===== config.mk =====
export PLATFORM = sky130hd
export DESIGN_NAME = dual_grant_scheduler_flat
export DESIGN_NICKNAME = d
export VERILOG_FILES = /design/src/rtl/dual_grant_scheduler_pkg.sv /design/src/rtl/dual_grant_scheduler_if.sv /design/src/rtl/dual_grant_scheduler_dpe.sv /design/src/rtl/dual_grant_scheduler.sv /design/src/flat_wrapper.sv
export SDC_FILE = /design/constraint.sdc
export NUM_CORES = 1
export LEC_CHECK = 0
export BUFFER_PORTS_ARGS = -buffer_cell sky130_fd_sc_hd__buf_2
export CAP_MARGIN = 10
export CORE_MARGIN = 4
export CORE_UTILIZATION = 49
export CTS_CLUSTER_SIZE = 10
export DETAILED_ROUTE_END_ITERATION = 16
export MAX_ROUTING_LAYER = met4
export PLACE_DENSITY = 0.76
export SLEW_MARGIN = 20
export SYNTH_ARGS = -nofsm -noshare
export SYNTH_HDL_FRONTEND = slang
export SYNTH_SLANG_ARGS = --single-unit

===== constraint.sdc =====
create_clock -name clk -period 2.9 [get_ports clk]
set_input_delay 0.58 -clock clk [delete_from_list [all_inputs] [get_ports clk]]
set_output_delay 0.58 -clock clk [all_outputs]
set_load 0.01 [all_outputs]

===== src/rtl/dual_grant_scheduler_pkg.sv =====
// Shared definitions for the dual-grant request scheduler.
// Provides the request/index/counter widths, the scheduler state encoding
// and the index-to-bitmask helper that matches the encoder's priority order.
package dual_grant_scheduler_pkg;

  localparam int N_REQ = 12;
  localparam int IDX_W = 4;
  localparam int CNT_W = 8;

  typedef enum logic [1:0] {
    ST_IDLE   = 2'd0,
    ST_ISSUE1 = 2'd1,
    ST_ISSUE2 = 2'd2
  } state_e;

  // Index k names request bit N_REQ-1-k (index 0 is the MSB, highest priority).
  function automatic logic [N_REQ-1:0] idx_to_mask(input logic [IDX_W-1:0] k);
    logic [N_REQ-1:0] m;
    m = '0;
    for (int i = 0; i < N_REQ; i++) begin
      if (int'(k) == N_REQ - 1 - i) m[i] = 1'b1;
    end
    return m;
  endfunction

endpackage


===== src/rtl/dual_grant_scheduler_if.sv =====
// Grant handshake bundle between the scheduler and its consumer.
// Ports: gnt_valid/gnt_idx/gnt_second driven by the scheduler (master),
//        gnt_ready driven by the consumer (slave).
interface dual_grant_scheduler_if;
  import dual_grant_scheduler_pkg::*;

  logic             gnt_valid;
  logic [IDX_W-1:0] gnt_idx;
  logic             gnt_second;
  logic             gnt_ready;

  modport master (
    output gnt_valid,
    output gnt_idx,
    output gnt_second,
    input  gnt_ready
  );

  modport slave (
    input  gnt_valid,
    input  gnt_idx,
    input  gnt_second,
    output gnt_ready
  );

endinterface


===== src/rtl/dual_grant_scheduler_dpe.sv =====
// 12-input dual priority encoder: first and second set bits, MSB first.
// Ports: a_i request vector; y1_o index of highest-priority set bit,
//        y2_o index of next set bit (both 0 when no such bit exists).
module dual_priority_encode
  import dual_grant_scheduler_pkg::*;
(
  input  logic [N_REQ-1:0] a_i,
  output logic [IDX_W-1:0] y1_o,
  output logic [IDX_W-1:0] y2_o
);

  logic found1;
  logic found2;

  always_comb begin
    y1_o   = '0;
    y2_o   = '0;
    found1 = 1'b0;
    found2 = 1'b0;
    for (int k = 0; k < N_REQ; k++) begin
      if (a_i[N_REQ-1-k]) begin
        if (!found1) begin
          y1_o   = IDX_W'(k);
          found1 = 1'b1;
        end else if (!found2) begin
          y2_o   = IDX_W'(k);
          found2 = 1'b1;
        end
      end
    end
  end

endmodule


===== src/rtl/dual_grant_scheduler.sv =====
// Sticky-request scheduler issuing up to two fixed-priority grants per round.
// Ports: clk/rst (sync, active-high); req_in request pulses; enc_a/enc_y1/enc_y2
//        encoder link; gnt grant handshake (master); busy; gnt_count accepted grants.
module dual_grant_scheduler
  import dual_grant_scheduler_pkg::*;
#(
  // 1: take Y_1/Y_2 from the enc_y* ports (standalone build with an external
  // encoder). 0: use the embedded encoder; enc_y* are then ignored.
  parameter bit EXT_ENC = 1'b0
) (
  input  logic                 clk,
  input  logic                 rst,
  input  logic [N_REQ-1:0]     req_in,
  output logic [N_REQ-1:0]     enc_a,
  input  logic [IDX_W-1:0]     enc_y1,
  input  logic [IDX_W-1:0]     enc_y2,
  dual_grant_scheduler_if.master gnt,
  output logic                 busy,
  output logic [CNT_W-1:0]     gnt_count
);

  logic [N_REQ-1:0] pend_q, pend_d, clr_mask;
  state_e           state_q, state_d;
  logic [IDX_W-1:0] h1_q, h1_d, h2_q, h2_d;
  logic             hv2_q, hv2_d;

  logic             gnt_valid_q, gnt_valid_d;
  logic [IDX_W-1:0] gnt_idx_q, gnt_idx_d;
  logic             gnt_second_q, gnt_second_d;
  logic [CNT_W-1:0] cnt_q, cnt_d;

  logic [IDX_W-1:0] int_y1, int_y2, y1, y2;
  logic             v1, v2, hs;

  assign enc_a = pend_q;

  dual_priority_encode u_enc (
    .a_i  (pend_q),
    .y1_o (int_y1),
    .y2_o (int_y2)
  );

  assign y1 = EXT_ENC ? enc_y1 : int_y1;
  assign y2 = EXT_ENC ? enc_y2 : int_y2;

  // The encoder carries no valid flag: derive it from the population of pend.
  // Clearing the lowest set bit leaves something only if two or more were set.
  assign v1 = |pend_q;
  assign v2 = |(pend_q & (pend_q - {{(N_REQ-1){1'b0}}, 1'b1}));

  assign hs = gnt_valid_q & gnt.gnt_ready;

  // State register
  always_ff @(posedge clk) begin
    if (rst) begin
      state_q      <= ST_IDLE;
      pend_q       <= '0;
      h1_q         <= '0;
      h2_q         <= '0;
      hv2_q        <= 1'b0;
      gnt_valid_q  <= 1'b0;
      gnt_idx_q    <= '0;
      gnt_second_q <= 1'b0;
      cnt_q        <= '0;
    end else begin
      state_q      <= state_d;
      pend_q       <= pend_d;
      h1_q         <= h1_d;
      h2_q         <= h2_d;
      hv2_q        <= hv2_d;
      gnt_valid_q  <= gnt_valid_d;
      gnt_idx_q    <= gnt_idx_d;
      gnt_second_q <= gnt_second_d;
      cnt_q        <= cnt_d;
    end
  end

  // Next-state logic, including the pending-vector update
  always_comb begin
    state_d  = state_q;
    h1_d     = h1_q;
    h2_d     = h2_q;
    hv2_d    = hv2_q;
    clr_mask = '0;
    unique case (state_q)
      ST_IDLE: begin
        if (v1) begin
          h1_d     = y1;
          h2_d     = v2 ? y2 : '0;
          hv2_d    = v2;
          clr_mask = idx_to_mask(y1) | (v2 ? idx_to_mask(y2) : '0);
          state_d  = ST_ISSUE1;
        end
      end
      ST_ISSUE1: begin
        if (hs) state_d = hv2_q ? ST_ISSUE2 : ST_IDLE;
      end
      ST_ISSUE2: begin
        if (hs) state_d = ST_IDLE;
      end
      default: state_d = ST_IDLE;
    endcase
    // New requests are OR-ed in after the clear, so a same-cycle set survives.
    pend_d = (pend_q & ~clr_mask) | req_in;
  end

  // Output logic: next values of the registered grant outputs
  always_comb begin
    gnt_valid_d  = (state_d != ST_IDLE);
    gnt_second_d = (state_d == ST_ISSUE2);
    gnt_idx_d    = '0;
    if (state_d == ST_ISSUE1) gnt_idx_d = h1_d;
    else if (state_d == ST_ISSUE2) gnt_idx_d = h2_q;
    cnt_d = cnt_q + {{(CNT_W-1){1'b0}}, hs};
  end

  assign gnt.gnt_valid  = gnt_valid_q;
  assign gnt.gnt_idx    = gnt_idx_q;
  assign gnt.gnt_second = gnt_second_q;
  assign gnt_count      = cnt_q;
  assign busy           = (state_q != ST_IDLE) | (|pend_q);

endmodule


===== src/flat_wrapper.sv =====
// flat-port wrapper written by rule: the top's interface ports become plain ports
module dual_grant_scheduler_flat import dual_grant_scheduler_pkg::*;
#(
                                                                             
                                                                    
  parameter bit EXT_ENC = 1'b0
)
  (clk, rst, req_in, enc_a, enc_y1, enc_y2, busy, gnt_count, gnt_gnt_valid, gnt_gnt_idx, gnt_gnt_second, gnt_gnt_ready);
  dual_grant_scheduler_if gnt_i ();
  input  logic clk;
  input  logic rst;
  input  logic [N_REQ-1:0] req_in;
  output logic [N_REQ-1:0] enc_a;
  input  logic [IDX_W-1:0] enc_y1;
  input  logic [IDX_W-1:0] enc_y2;
  output logic busy;
  output logic [CNT_W-1:0] gnt_count;
  output wire logic [$bits(gnt_i.gnt_valid)-1:0] gnt_gnt_valid;
  output wire logic [$bits(gnt_i.gnt_idx)-1:0] gnt_gnt_idx;
  output wire logic [$bits(gnt_i.gnt_second)-1:0] gnt_gnt_second;
  input wire logic [$bits(gnt_i.gnt_ready)-1:0] gnt_gnt_ready;
  assign gnt_gnt_valid = gnt_i.gnt_valid;
  assign gnt_gnt_idx = gnt_i.gnt_idx;
  assign gnt_gnt_second = gnt_i.gnt_second;
  assign gnt_i.gnt_ready = gnt_gnt_ready;
  dual_grant_scheduler #(.EXT_ENC(EXT_ENC)) u_core (.clk(clk), .rst(rst), .req_in(req_in), .enc_a(enc_a), .enc_y1(enc_y1), .enc_y2(enc_y2), .gnt(gnt_i), .busy(busy), .gnt_count(gnt_count));
endmodule

After elaboration in Yosys (flattened, before gate mapping)
Cells that the tools add are included.
Word-level totals
  register bits: 37
  output and inout bits: 27
  input port bits: 23
  word-level logic and storage cells: 222
Cells by class
  muxes and demuxes: 170
  bitwise gates (word level): 7
  eq/ne operators: 26
  add/subtract/negate cells: 2
  reduce and logical (&&, ||, !) cells: 8
Operators by type and width (number)
  4-bit two-way mux: 55
  1-bit two-way mux: 107
  4-bit equality test, second input constant: 16
  12-bit two-way mux: 3
  12-bit bitwise AND: 2
  12-bit OR: 2
  12-bit OR reduction: 2
  4-bit by 3-bit equality test with 1-bit output, second input constant: 4
  12-bit NOT: 1
  12-bit by 1-bit subtractor with 12-bit output, second input constant: 1
  8-bit by 1-bit adder with 8-bit output: 1
  4-bit by 2-bit equality test with 1-bit output, second input constant: 2
  4-bit logical NOT: 2
  2-bit two-way mux: 4
  2-bit case mux with 3 select lines: 1
  2-bit by 1-bit equality test with 1-bit output, second input constant: 2
  2-bit equality test, second input constant: 2
  2-bit nonzero test: 2
  2-bit logical NOT: 1
  2-bit AND reduction: 1
  1-bit bitwise AND: 1
  1-bit OR: 1

Depth between registers and ports, before layout
  depth after elaboration: 44
  depth in mapped cells: 10
  mapped depth without buffers: 9

Modules after synthesis
From an unflattened synthesis, not the netlist that was laid out.
Second synthesis, totals
  cell total of the unflattened synthesis: 313
  area, all modules: 2487.4 µm²
By module, submodules not included
  dual_grant_scheduler: instances 1, cells each 203, seq. area each 740.7 µm², area each 1796.7 µm²
  dual_priority_encode: instances 1, cells each 110, seq. area each 0.0 µm², area each 690.7 µm²

Least setup slack after synthesis
No wires, ideal clock.
  path kind: reg-to-reg
  start: reg u_core.pend_q[10], in the netlist u_core.enc_a[10]
  end: reg u_core.pend_q[8], in the netlist u_core.enc_a[8]
  data arrival time: 2.570 ns
  buffers on the path: 1
  required time: 2.765 ns
  setup time: 0.135 ns
  path slack: 0.195 ns
  stages on the path, launching flop included: 11
  clock period less this slack: 2.705 ns
  cell sequence: dfxtp_1 -> inv_1 -> ha_1 -> or4b_1 -> buf_2 -> maj3_2 -> o21a_1 -> or3_4 -> a21oi_4 -> and3_1 -> a311oi_1
Between the ends
  cells in the longest elaborated chain, start to end: 42
  elaborated cells on any way between the ends: 100
  classes of those cells: add/sub: 1; eq/ne: 2; mux: 90; bitwise: 5; reduce/logical: 2
RTL lines
  start: declaration: line dual_grant_scheduler.sv:22  | logic [N_REQ-1:0] pend_q, pend_d, clr_mask;
  start signal: assignment: line dual_grant_scheduler.sv:67  | pend_q <= pend_d;
  1-bit two-way mux: line dual_grant_scheduler_dpe.sv:21  | if (a_i[N_REQ-1-k]) begin
  4-bit two-way mux: line dual_grant_scheduler_dpe.sv:25  | end else if (!found2) begin
  4-bit two-way mux: line dual_grant_scheduler_dpe.sv:22  | if (!found1) begin
  4-bit two-way mux: line dual_grant_scheduler_dpe.sv:21
  4-bit two-way mux: line dual_grant_scheduler_dpe.sv:25
  4-bit two-way mux: line dual_grant_scheduler_dpe.sv:22
  4-bit two-way mux: line dual_grant_scheduler_dpe.sv:21
  4-bit two-way mux: line dual_grant_scheduler_dpe.sv:25
  (+26 left out)
  1-bit two-way mux: line dual_grant_scheduler.sv:85  | unique case (state_q)
  12-bit two-way mux: line dual_grant_scheduler.sv:91  | clr_mask = idx_to_mask(y1) | (v2 ? idx_to_mask(y2) : '0);
  12-bit OR: line dual_grant_scheduler.sv:91
  12-bit two-way mux (*): line dual_grant_scheduler.sv:87  | if (v1) begin
  12-bit two-way mux (*): line dual_grant_scheduler.sv:85
  12-bit NOT (*): line dual_grant_scheduler.sv:104  | pend_d = (pend_q & ~clr_mask) | req_in;
  12-bit bitwise AND (*): line dual_grant_scheduler.sv:104
  12-bit OR (*): line dual_grant_scheduler.sv:104
Every way passes the cells marked *; elsewhere a longest branch is shown, timed or not. The select of a mux whose other input is x is not followed.
A chain may end at the register's enable or synchronous reset.

Final worst setup path
  start: reg u_core.pend_q[11], in the netlist u_core.enc_a[11]
  end: reg u_core.pend_q[6], in the netlist u_core.enc_a[6]
Between the ends
  cells in the longest elaborated chain, start to end: 44
  elaborated cells on any way between the ends: 104
  classes of those cells: add/sub: 1; eq/ne: 2; mux: 94; bitwise: 5; reduce/logical: 2
RTL lines (line)
  1-bit two-way mux: dual_grant_scheduler_dpe.sv:21
  1-bit two-way mux: dual_grant_scheduler_dpe.sv:22
  1-bit two-way mux: dual_grant_scheduler_dpe.sv:21
  4-bit two-way mux: dual_grant_scheduler_dpe.sv:25
  4-bit two-way mux: dual_grant_scheduler_dpe.sv:22
  4-bit two-way mux: dual_grant_scheduler_dpe.sv:21
  4-bit two-way mux: dual_grant_scheduler_dpe.sv:25
  4-bit two-way mux: dual_grant_scheduler_dpe.sv:22
  (+28 left out)
  1-bit two-way mux: dual_grant_scheduler.sv:85
  12-bit two-way mux: dual_grant_scheduler.sv:91
  12-bit OR: dual_grant_scheduler.sv:91
  12-bit two-way mux (*): dual_grant_scheduler.sv:87
  12-bit two-way mux (*): dual_grant_scheduler.sv:85
  12-bit NOT (*): dual_grant_scheduler.sv:104
  12-bit bitwise AND (*): dual_grant_scheduler.sv:104
  12-bit OR (*): dual_grant_scheduler.sv:104
Marked as above.

==> impl_metrics.tcl <==
set metrics [dict create \
    outcome "completed" \
    powerDensity_nw_per_um2 609 \
    timing.final.max_slew_violations 0 \
    cts_tree "built" \
    totalWireLength_um 6970 \
    cts-buffers-inserted 5 \
    avgSynthCellArea_um2 7.73 \
    holdWs_ns 0.459 \
    detailedPlacementHpwl_um 5200 \
    ys_dominant_reg_cell "sky130_fd_sc_hd__dfxtp_1" \
    synth-edff-count 0 \
    worstHoldEndpoint "u_core.h2_q[1]" \
    syn_inst 300 \
    postCtsSetupBuffers 0 \
    antenna-diode-count 0 \
    placementRows 24 \
    layout_common_cells "41 x sky130_fd_sc_hd__buf_2, 37 x sky130_fd_sc_hd__dfxtp_1, 33 x sky130_fd_sc_hd__a21oi_1" \
    path_class "reg2reg" \
    final_net_count 383 \
    fin_cells 407 \
    max-vdd-ir-drop_mv 0.353 \
    drv.max_cap_violation_count 0 \
    period_share_pct 95.5 \
    clockBufferDepth 2 \
    holdCritStartpoint "u_core.h2_q[1]" \
    cell_area_after_technology_mapping_um2 2320 \
    timing.reg2reg.setup_slack_ns 0.13 \
    worst_case_reg_to_reg_path_depth 9 \
    port_buffers 41 \
    cts.reportedPaths.clkPinSlew_ns 0.07 \
    final-hold-violation-count 0 \
    finalSetupViolCount 0 \
    drt_pass1_iterations 5 \
    drc_errors 0 \
    timing.slew.headroom_pct 59.5 \
    hold_bufs_at_cts 0 \
    arrival_ns 2.92 \
    worstPathMaxFanout 4 \
    number_of_global_route_vias_before_repair 2312 \
    async_flop_share_pct 0 \
    synthDominantAreaCellType "sky130_fd_sc_hd__dfxtp_1" \
    number_of_inserted_filler_cells_in_the_final_layout 408 \
    most_common_cell_after_layout_fill_and_taps_aside "sky130_fd_sc_hd__buf_2" \
    routed-via-count 2500 \
    placed_cell_area_um2 2700 \
    post_synth_main_area_contributors "sky130_fd_sc_hd__dfxtp_1 32%, sky130_fd_sc_hd__a21oi_1 7.1%, sky130_fd_sc_hd__nor2_1 4.5%, sky130_fd_sc_hd__nand3_1 3.7%, sky130_fd_sc_hd__nand2_1 3.6%" \
    coreArea_um2 4470 \
    final_period_minus_worst_setup_slack_ns 2.77 \
    hold-path-cell-count 2 \
    yosysWarningCount 0 \
    transition_at_the_pin_with_the_smallest_max_transition_slack_ns 0.608 \
    postCtsResizedCells 0 \
    grt_antenna_before_repair 0 \
    r2r_startpoint "u_core.enc_a[11]" \
    dr.first_iter.drc_count 292 \
    crit_path_end_kind "register" \
    final_antenna_net_count 0 \
    clk_root_buffer_cell "sky130_fd_sc_hd__clkbuf_8" \
    global_route_wire_length_before_repair_um 11200 \
    dieArea_um2 5900 \
    min_path_type "reg2reg" \
    wl_per_cell_um 17.1 \
    power.leakage_nw 1.22 \
    tritoncts_num_sinks 37 \
    ys_types 61 \
    remaining_overflow_grt 0 \
    dpl.cell_count 399 \
    top_level_ports 50 \
    ctsHtreeMaxLevel 2 \
    grt_start_max_net_pins 35 \
    clock-skew-final_ns 0.00787 \
    cp-start-kind "register" \
    fraction_of_layout_cells_with_a_size_suffix_above_1_pct 26.5 \
    fin_area_um2 2810 \
    tns_ns 0 \
    crit-reg2reg-capture "u_core.enc_a[6]" \
    die_x_um 76.8 \
    vias_per_cell 6.14 \
    timing.fmax_ghz 0.361 \
    synth-seq-area-share_pct 31.9 \
    clk_latency_ns 0.29 \
    grt.total_usage_pct 24.3 \
    syn_nets 329 \
    synthDominantCellAreaShare_pct 31.9 \
    initial_core_util_pct 51.8 \
    unrepaired_setup_endpoints_after_global_routing "no" \
    area_growth_syn_to_layout_pct 21.1 \
    fp.dieH_um 76.8 \
    globalplace.congestion 0.973 \
    postSynthRegisterBits 37 \
    worstPathRequired_ns 3.05 \
]
power by group:
group	internal, mW	leakage (nW)	switching, mW
logic	0.290	0.865	0.441
registers	0.557	0.305	0.0287
clock network	0.219	0.0549	0.177
total	1.07	1.22	0.646
cells by family (layout without fill, tap and decap cells):
logic type | after synthesis | after routing | share of synthesized area [%]
xor+xnor | 7 | 7 | 2.64
fa+ha+maj | 8 | 8 | 4.15
mux | 1 | 1 | 0.432
simple gates | 115 | 115 | 25.3
flops | 37 | 37 | 31.9
buf+inv | 34 | 89 | 6.20
compound gates | 98 | 98 | 29.3
state kept, by name, summed over array words and instances, names as in the netlist:
signal and flops:
u_core.enc_a 12, u_core.gnt.gnt_idx 4, u_core.gnt.gnt_second 1, u_core.gnt.gnt_valid 1, u_core.gnt_count 8, u_core.h1_q 4, u_core.h2_q 4, u_core.hv2_q 1
u_core.state_q 2
how the worst max path moves through the flow:
stage	start	end	slack, ns
after floorplan	u_core.enc_a[10]	u_core.enc_a[8]	0.19
after global placement	u_core.enc_a[10]	u_core.enc_a[6]	0.1
after detailed placement	u_core.enc_a[11]	u_core.enc_a[6]	0.08
after CTS	u_core.enc_a[11]	u_core.enc_a[2]	0.03
after global routing	u_core.enc_a[11]	u_core.enc_a[9]	0.03
final	u_core.enc_a[11]	u_core.enc_a[6]	0.13
metrics by stage:
stage               utilization, %  power (mW)  setup slack, ns
CTS                           62.6        1.70           0.0343
floorplan                        -        1.05            0.195
detailed placement            60.3        1.30           0.0769
global placement              60.3        1.29           0.0992
global route                  62.8        1.80           0.0278
finish                        62.8        1.71            0.132
layout make-up:
type | count | area, um^2 | share of cell area [%]
Clock inverter | 1 | 8.76 | 0.312
Inverter | 13 | 48.8 | 1.74
Tap cell | 52 | 65.1 | 2.32
Clock buffer | 7 | 96.3 | 3.43
Timing Repair Buffer | 68 | 408 | 14.5
Sequential cell | 37 | 741 | 26.4
Multi-Input combinational cell | 229 | 1440 | 51.3
cell usage after synthesis, types with 4 or more instances:
master                     instances
sky130_fd_sc_hd__a211oi_1          6
sky130_fd_sc_hd__a21oi_1          33
sky130_fd_sc_hd__a22o_1            4
sky130_fd_sc_hd__a311oi_1          6
sky130_fd_sc_hd__clkbuf_1         16
sky130_fd_sc_hd__dfxtp_1          37
sky130_fd_sc_hd__ha_1              6
sky130_fd_sc_hd__inv_1            13
sky130_fd_sc_hd__nand2_1          22
sky130_fd_sc_hd__nand2b_1          5
sky130_fd_sc_hd__nand3_1          17
sky130_fd_sc_hd__nor2_1           28
sky130_fd_sc_hd__nor2b_1           5
sky130_fd_sc_hd__nor3_1           11
sky130_fd_sc_hd__o211ai_1          4
sky130_fd_sc_hd__o21ai_0          10
sky130_fd_sc_hd__o31a_1            5
sky130_fd_sc_hd__or2_2             6
sky130_fd_sc_hd__or3_1             4
sky130_fd_sc_hd__xor2_1            5
critical path, stage by stage, from the launching register on:
cell and delay [ns]:
sky130_fd_sc_hd__dfxtp_1 0.31, sky130_fd_sc_hd__inv_1 0.08, sky130_fd_sc_hd__ha_1 0.22, sky130_fd_sc_hd__or4b_4 0.50, sky130_fd_sc_hd__maj3_2 0.33, sky130_fd_sc_hd__o21a_1 0.21, sky130_fd_sc_hd__or3_4 0.39, sky130_fd_sc_hd__a21o_1 0.27
sky130_fd_sc_hd__nor2_2 0.19, sky130_fd_sc_hd__a311oi_1 0.12
routing by layer:
layer / vias to the layer above / share of wire [%] / wire length [um] / GRT usage (%)
met4: 0 / 3.0 / 207 / 11.4
met5: - / 0 / 0 / -
met2: 106 / 47 / 3310 / 37.5
li1: 1202 / - / - / -
met3: 18 / 6.1 / 424 / 4.80
met1: 1174 / 44 / 3040 / 30.4
Note: power is estimated with default switching activity, not from simulation.
